`src/rtl/blk_name_csr_pkg.sv`:
```
// Shared constants for the per-block CSR responders.
package blk_name_csr_pkg;

  // Value a responder returns on a read that hits no mapped register.
  localparam logic [31:0] ADDR_DECODE_ERROR = 32'hDEAD_BEEF;

endpackage

```
`src/rtl/np_csr_init_pkg.sv`:
```
// Types shared by the np CSR initiator and its timeout counter.
package np_csr_init_pkg;

  typedef enum logic [1:0] {
    OpRead  = 2'd0,
    OpWrite = 2'd1,
    OpRmw   = 2'd2,
    OpRsvd  = 2'd3
  } op_e;

  typedef enum logic [1:0] {
    ErrOk      = 2'd0,
    ErrTimeout = 2'd1,
    ErrDecode  = 2'd2
  } err_e;

  typedef logic [1:0] state_t;

  localparam state_t StIdle   = 2'd0;
  localparam state_t StAccess = 2'd1;
  localparam state_t StGap    = 2'd2;
  localparam state_t StResp   = 2'd3;

endpackage

```
`src/rtl/np_csr_timeout.sv`:
```
// Load/enable down-counter bounding one np bus access.
module np_csr_timeout #(
  parameter int unsigned TIMEOUT_CYCLES = 255
) (
  input  logic clk_i,
  input  logic rst_ni,
  input  logic load_i,
  input  logic en_i,
  output logic expire_o
);

  localparam int unsigned CntW = $clog2(TIMEOUT_CYCLES + 1);
  localparam logic [CntW-1:0] LoadVal = CntW'(TIMEOUT_CYCLES);

  logic [CntW-1:0] cnt_q, cnt_d;

  // Reload on access entry, count down each ack-less cycle, saturate at zero.
  always_comb begin
    cnt_d = cnt_q;
    if (load_i) begin
      cnt_d = LoadVal;
    end else if (en_i && (cnt_q != '0)) begin
      cnt_d = cnt_q - CntW'(1);
    end
  end

  // Counter state.
  always_ff @(posedge clk_i or negedge rst_ni) begin
    if (!rst_ni) begin
      cnt_q <= '0;
    end else begin
      cnt_q <= cnt_d;
    end
  end

  // High during the final allowed cycle of the access.
  assign expire_o = (cnt_q == CntW'(1));

endmodule

```
`src/rtl/np_csr_initiator.sv`:
```
// Bus-master side of the np CSR interface: runs READ/WRITE/RMW commands as
// single-beat np accesses with an ack timeout and returns data plus error code.
module np_csr_initiator
  import np_csr_init_pkg::*;
  import blk_name_csr_pkg::*;
#(
  parameter int unsigned NP_AWIDTH      = 16,
  parameter int unsigned NP_DWIDTH      = 32,
  parameter int unsigned TIMEOUT_CYCLES = 255
) (
  input  logic                 np_clk,
  input  logic                 np_rst_n,
  input  logic                 cmd_valid,
  output logic                 cmd_ready,
  input  logic [1:0]           cmd_op,
  input  logic [NP_AWIDTH-1:0] cmd_addr,
  input  logic [NP_DWIDTH-1:0] cmd_wdata,
  input  logic [NP_DWIDTH-1:0] cmd_mask,
  output logic                 rsp_valid,
  input  logic                 rsp_ready,
  output logic [NP_DWIDTH-1:0] rsp_rdata,
  output logic [1:0]           rsp_err,
  output logic                 np_cs,
  output logic                 np_wr,
  output logic [NP_AWIDTH-1:0] np_addr,
  output logic [NP_DWIDTH-1:0] np_wdata,
  input  logic [NP_DWIDTH-1:0] np_rdata,
  input  logic                 np_ack
);

  localparam logic [NP_DWIDTH-1:0] DecodeErr = NP_DWIDTH'(ADDR_DECODE_ERROR);

  state_t                 state_q, state_d;
  op_e                    op_q, op_d;
  logic [NP_DWIDTH-1:0]   wdata_q, wdata_d;
  logic [NP_DWIDTH-1:0]   mask_q, mask_d;
  logic                   cmd_ready_q, cmd_ready_d;
  logic                   rsp_valid_q, rsp_valid_d;
  logic [NP_DWIDTH-1:0]   rsp_rdata_q, rsp_rdata_d;
  err_e                   rsp_err_q, rsp_err_d;
  logic                   np_cs_q, np_cs_d;
  logic                   np_wr_q, np_wr_d;
  logic [NP_AWIDTH-1:0]   np_addr_q, np_addr_d;
  logic [NP_DWIDTH-1:0]   np_wdata_q, np_wdata_d;

  logic                   tmr_load, tmr_en, tmr_expire;
  logic [NP_DWIDTH-1:0]   merged;

  assign merged = (np_rdata & ~mask_q) | (wdata_q & mask_q);

  np_csr_timeout #(
    .TIMEOUT_CYCLES(TIMEOUT_CYCLES)
  ) u_timeout (
    .clk_i   (np_clk),
    .rst_ni  (np_rst_n),
    .load_i  (tmr_load),
    .en_i    (tmr_en),
    .expire_o(tmr_expire)
  );

  // Next-state logic for the FSM, captured command and registered outputs.
  always_comb begin
    state_d     = state_q;
    op_d        = op_q;
    wdata_d     = wdata_q;
    mask_d      = mask_q;
    cmd_ready_d = cmd_ready_q;
    rsp_valid_d = rsp_valid_q;
    rsp_rdata_d = rsp_rdata_q;
    rsp_err_d   = rsp_err_q;
    np_cs_d     = np_cs_q;
    np_wr_d     = np_wr_q;
    np_addr_d   = np_addr_q;
    np_wdata_d  = np_wdata_q;
    tmr_load    = 1'b0;
    tmr_en      = 1'b0;

    unique case (state_q)
      StIdle: begin
        cmd_ready_d = 1'b1;
        if (cmd_valid && cmd_ready_q) begin
          cmd_ready_d = 1'b0;
          state_d     = StAccess;
          op_d        = op_e'(cmd_op);
          wdata_d     = cmd_wdata;
          mask_d      = cmd_mask;
          np_cs_d     = 1'b1;
          np_wr_d     = (op_e'(cmd_op) == OpWrite);
          np_addr_d   = cmd_addr;
          np_wdata_d  = cmd_wdata;
          tmr_load    = 1'b1;
        end
      end

      StAccess: begin
        // np_cs is always high here, so any ack completes the access.
        if (np_ack) begin
          np_cs_d = 1'b0;
          case (op_q)
            OpWrite: begin
              state_d     = StResp;
              rsp_valid_d = 1'b1;
              rsp_rdata_d = '0;
              rsp_err_d   = ErrOk;
            end
            OpRmw: begin
              if (np_wr_q) begin
                // Write phase done: report the merged value written.
                state_d     = StResp;
                rsp_valid_d = 1'b1;
                rsp_rdata_d = np_wdata_q;
                rsp_err_d   = ErrOk;
              end else if (np_rdata == DecodeErr) begin
                state_d     = StResp;
                rsp_valid_d = 1'b1;
                rsp_rdata_d = np_rdata;
                rsp_err_d   = ErrDecode;
              end else begin
                state_d    = StGap;
                np_wdata_d = merged;
              end
            end
            default: begin
              // READ and the reserved opcode.
              state_d     = StResp;
              rsp_valid_d = 1'b1;
              rsp_rdata_d = np_rdata;
              rsp_err_d   = (np_rdata == DecodeErr) ? ErrDecode : ErrOk;
            end
          endcase
        end else if (tmr_expire) begin
          np_cs_d     = 1'b0;
          state_d     = StResp;
          rsp_valid_d = 1'b1;
          rsp_rdata_d = '0;
          rsp_err_d   = ErrTimeout;
        end else begin
          tmr_en = 1'b1;
        end
      end

      StGap: begin
        // Single idle bus cycle between RMW read and write phases.
        state_d  = StAccess;
        np_cs_d  = 1'b1;
        np_wr_d  = 1'b1;
        tmr_load = 1'b1;
      end

      StResp: begin
        if (rsp_ready) begin
          state_d     = StIdle;
          rsp_valid_d = 1'b0;
          cmd_ready_d = 1'b1;
        end
      end

      default: begin
        state_d = StIdle;
      end
    endcase
  end

  // State and output registers; reset drops np_cs and rsp_valid immediately.
  always_ff @(posedge np_clk or negedge np_rst_n) begin
    if (!np_rst_n) begin
      state_q     <= StIdle;
      op_q        <= OpRead;
      wdata_q     <= '0;
      mask_q      <= '0;
      cmd_ready_q <= 1'b0;
      rsp_valid_q <= 1'b0;
      rsp_rdata_q <= '0;
      rsp_err_q   <= ErrOk;
      np_cs_q     <= 1'b0;
      np_wr_q     <= 1'b0;
      np_addr_q   <= '0;
      np_wdata_q  <= '0;
    end else begin
      state_q     <= state_d;
      op_q        <= op_d;
      wdata_q     <= wdata_d;
      mask_q      <= mask_d;
      cmd_ready_q <= cmd_ready_d;
      rsp_valid_q <= rsp_valid_d;
      rsp_rdata_q <= rsp_rdata_d;
      rsp_err_q   <= rsp_err_d;
      np_cs_q     <= np_cs_d;
      np_wr_q     <= np_wr_d;
      np_addr_q   <= np_addr_d;
      np_wdata_q  <= np_wdata_d;
    end
  end

  assign cmd_ready = cmd_ready_q;
  assign rsp_valid = rsp_valid_q;
  assign rsp_rdata = rsp_rdata_q;
  assign rsp_err   = rsp_err_q;
  assign np_cs     = np_cs_q;
  assign np_wr     = np_wr_q;
  assign np_addr   = np_addr_q;
  assign np_wdata  = np_wdata_q;

endmodule

```
`config.mk`:
```
export PLATFORM = sky130hd
export DESIGN_NAME = np_csr_initiator
export DESIGN_NICKNAME = d
export VERILOG_FILES = /design/src/rtl/blk_name_csr_pkg.sv /design/src/rtl/np_csr_init_pkg.sv /design/src/rtl/np_csr_timeout.sv /design/src/rtl/np_csr_initiator.sv
export SDC_FILE = /design/constraint.sdc
export NUM_CORES = 1
export LEC_CHECK = 0
export ABC_AREA = 1
export CAP_MARGIN = 20
export CORE_MARGIN = 5
export CORE_UTILIZATION = 50
export CTS_BUF_LIST = sky130_fd_sc_hd__clkbuf_16
export CTS_CLUSTER_SIZE = 28
export DETAILED_ROUTE_END_ITERATION = 7
export GPL_TIMING_DRIVEN = 0
export PLACE_DENSITY = 0.92
export SLEW_MARGIN = 10
export SYNTH_ARGS = -nofsm -noshare
export SYNTH_HDL_FRONTEND = slang
export SYNTH_SLANG_ARGS = --single-unit
```
`constraint.sdc`:
```
create_clock -name np_clk -period 1.8 [get_ports np_clk]
set_input_delay 0.18 -clock np_clk [delete_from_list [all_inputs] [get_ports np_clk]]
set_output_delay 0.18 -clock np_clk [all_outputs]
set_load 0.02 [all_outputs]
```
==> results by group <==
Synth
  • Synth unique cells: 32
  • Yosys warnings: 0
  • Largest family of logic cells by synthesized area: simple AND/OR/NAND/NOR gates
  • Mapped Avg Cell Area: around 7.4 sq um
  • Area share of the largest cell type after synthesis: between 50% and 60%
  • Synth area leader: dfrtp_1
  • Post-Synth Simple-Gate Area: a little under a third
  • Seq/Total Area, Yosys: about half
  • Synth Instances: 1074
  • Ys flop type: dfrtp_1
  • Synth Area in Adders: less than 1%
  • Most frequent cell after synthesis: nand2_1
  • Compound-Gate Fraction of Synth Area: slightly below 10%
  • Flops & latches, synth: 162
  • Post-synth top cells: nand2_1, dfrtp_1, o21ai_0, inv_1, nand3_1
  • Post-Synth XOR/XNOR Area: less than 1%
  • Synth top area cells: dfrtp_1, nand2_1, o21ai_0
  • Syn Nets: 1197
  • Mapped Area: 8000 sq um
  • Asr flop ratio synth: 100%
  • Mux share of post-synthesis cell area: 0%
  • Number of synthesized flops with an enable pin: 0

Layout
  • FILL cells: roughly 1.3k
  • Multi-input logic area: between 3000 and 4000 sq um
  • Nets: roughly 1.4k
  • P&R area growth vs syn: 37.5%
  • Layout cells sized above 1: 7.99%
  • Register Area: between 4000 and 5000 sq um
  • Diodes inserted: 0

Routing
  • Wire per inst: around 16 um
  • Final wirelength: between 20000 and 25000 um
  • DR pass1 iterations: 5
  • Drt via density: between 5 and 6
  • Initial drt markers: between 700 and 800
  • # DRC: 0
  • Via count: 8019
  • Post-DRT Antenna Nets: 0

Min path
  • WHS Path Cells: 3
  • Worst min path class: in -> reg

Floorplan
  • Die height: 136 um
  • Core Region: approximately 16000 sq um
  • IO Pins: between 200 and 250
  • Die X: between 100 and 150 um
  • Die ar.: approximately 19000 sq um
  • Initial core utilization: roughly 51%
  • Row count: between 40 and 50

Global routing
  • Total grt overflow: 0
  • Vias in the first global route: 7681
  • M1 GR Usage: between 30% and 40%
  • First-pass GRT wire length: approximately 39000 um
  • GR Util met2: 45.8%
  • Busiest grt layer: met2
  • Met3 track demand over resource: 5.37%
  • Largest net degree at the start of global routing: 84
  • GR Util All Layers: 26.9%
  • Initial antenna violation count: 0

Clock tree
  • H-tree levels: 4
  • CTS tree: built
  • Clock transition at path regs: about 0.06 ns
  • TritonCTS Buffers: 17
  • Clock Latency Late Sink: roughly 0.43 ns
  • Clk sinks: 162
  • Clock root buffer master: clkbuf_16
  • Maximum clock path buffer count: 2

Critical path
  • WP data required: between 2 and 2.5 ns
  • Kind of cell adding the most delay to the critical path: buffers and inverters
  • Worst R2R End: wdata_q[4]
  • Worst Path Max Fanout: 10
  • CP Cell Sequence: nor2_2 -> inv_2 -> nor2_8 -> inv_2 -> clkbuf_1 -> o21ai_0
  • Worst setup path end: wdata_q[4]
  • Worst setup EP type: flop
  • R2R cell count: 6
  • CP Buf/Inv Count: 3
  • WP data arrival: ~2.0 ns
  • R2R Path Start: state_q[0]
  • R2R setup slack: approximately 0.075 ns
  • Kind of critical path: reg -> reg
  • CP startpoint: state_q[0]
  • WP depth: 6
  • Worst setup SP type: flop
  • Cell mode on critical path: inv_2
  • CP peak stage delay: approximately 0.5 ns
  • Crit-path slowest cell: clkbuf_1

STA
  • Final hold slack: around 0.12 ns
  • Final worst setup slack: 0.0746 ns
  • Final Skew: 0.00887 ns
  • Peak Freq: 580 MHz
  • Final Setup Violations: 0
  • Tcrit/Tclk final: a little over nine tenths
  • Final Max Slew Viols: 0
  • Final Hold Viols: 0
  • Tmin final: about 1.7 ns
  • Rel. slew slack: a little under three fifths
  • Worst slew pin tran: 0.670 ns

Run
  • Max_cap viols: 0

Run status
  • Outcome: completed

Pwr
  • Pwr per Cell Area: between 1500 and 2000 nW/um^2
  • Peak VDD IR: ~0.86 mV
  • Pleak: approximately 5.4 nW

Placement
  • IO buf count: around 200
  • GPL Wtd Cong: slightly above 0.9
  • Placed wire-length estimate: between 15000 and 20000 um
  • Worst slack, placed: -0.331 ns
## worst reg2reg max path: cells and delay by family, from the launching register on
kind                   cells  cell delay, ns
buffers and inverters      3            0.76
flip-flops                 1            0.48
AO/OA/AOI/OAI              1            0.19
AND/OR/NAND/NOR            2            0.15
## layout make-up
| class | instances | share of cell area (%) |
|---|---|---|
| Buffer | 54 | 3.06 |
| Sequential cell | 162 | 36.9 |
| Multi-Input combinational cell | 775 | 30.8 |
| Clock inverter | 15 | 0.922 |
| Clock buffer | 17 | 3.87 |
| Timing Repair Buffer | 209 | 19.1 |
| Inverter | 82 | 2.80 |
| Tap cell | 216 | 2.46 |
## repair_timing
action	4_1_cts	5_1_grt
pin swaps	1	1
gates resized for setup	10	42
endpoints found under the hold margin	82	0
endpoints found under the setup margin	80	83
gates cloned	0	1
hold buffers	1	0
buffers inserted	2	1
## power breakdown
group	total [W]	switching, W	internal (W)
Sequential	0.00630	0.00110	0.00520
Clock	0.00328	0.00142	0.00186
Combinational	0.00930	0.00563	0.00367
## per-stage QoR
stage	util (%)	instances	instance area (sq um)	power [W]	TNS, ns
final	69.7	1530	11000	0.0189	0
after global routing	69.7	1530	11000	0.0202	-0.0828
after CTS	69.1	1528	10900	0.0186	0
after detailed placement	65.5	1494	10300	0.0152	-23.63
after global placement	65.3	1493	10300	0.0148	-977.97
after floorplan	-	1074	8000	0.0115	0
## metal layers
layer / up-vias / wire length, um
li1: 3831 / -
met1: 3761 / 9740
met2: 372 / 12500
met3: 55 / 1970
met4: 0 / 749
met5: - / 0
## registers in the layout, indices dropped and copies added, names as in the netlist
| signal | cells |
|---|---|
| np_cs | 1 |
| mask_q | 32 |
| np_addr | 16 |
| cmd_ready | 1 |
| rsp_valid | 1 |
| np_wdata | 32 |
| op_q | 2 |
| rsp_rdata | 32 |
| rsp_err | 2 |
| wdata_q | 32 |
| np_wr | 1 |
| state_q | 2 |
| u_timeout.cnt_q | 8 |
## cells in the final DEF (no fill, tap or decap), types with 6 or more instances in the layout
cell type	n
clkinv_1	6
nand3_1	68
nor2_1	30
o21ai_1	33
o21ai_0	105
inv_2	11
buf_2	10
o21ai_2	6
clkdlybuf4s50_1	201
nand2_1	496
clkbuf_2	8
dfrtp_1	161
buf_6	7
clkbuf_1	11
inv_1	73
clkbuf_16	17
buf_4	17
## worst min path at each step
| stage | start | to | slack, ns |
|---|---|---|---|
| finish | np_ack | rsp_rdata[2] | 0.12 |
| global route | np_ack | rsp_rdata[2] | 0.12 |
| CTS | np_ack | rsp_rdata[1] | 0.10 |
| detailed placement | np_rst_n | u_timeout.cnt_q[3] | 0.21 |
| global placement | np_addr[4] | np_addr[4] | 0.45 |
| floorplan | np_rst_n | cmd_ready | -0.12 |
## cell families after synthesis
logic type / count (synthesis)
xor gates and xnor gates: 5
DFF: 162
adders and majority gates: 4
buffers and inverters: 137
and+or+nand+nor: 614
AOI/OAI and AO/OA: 152
Power figures use the tool's default switching activity.
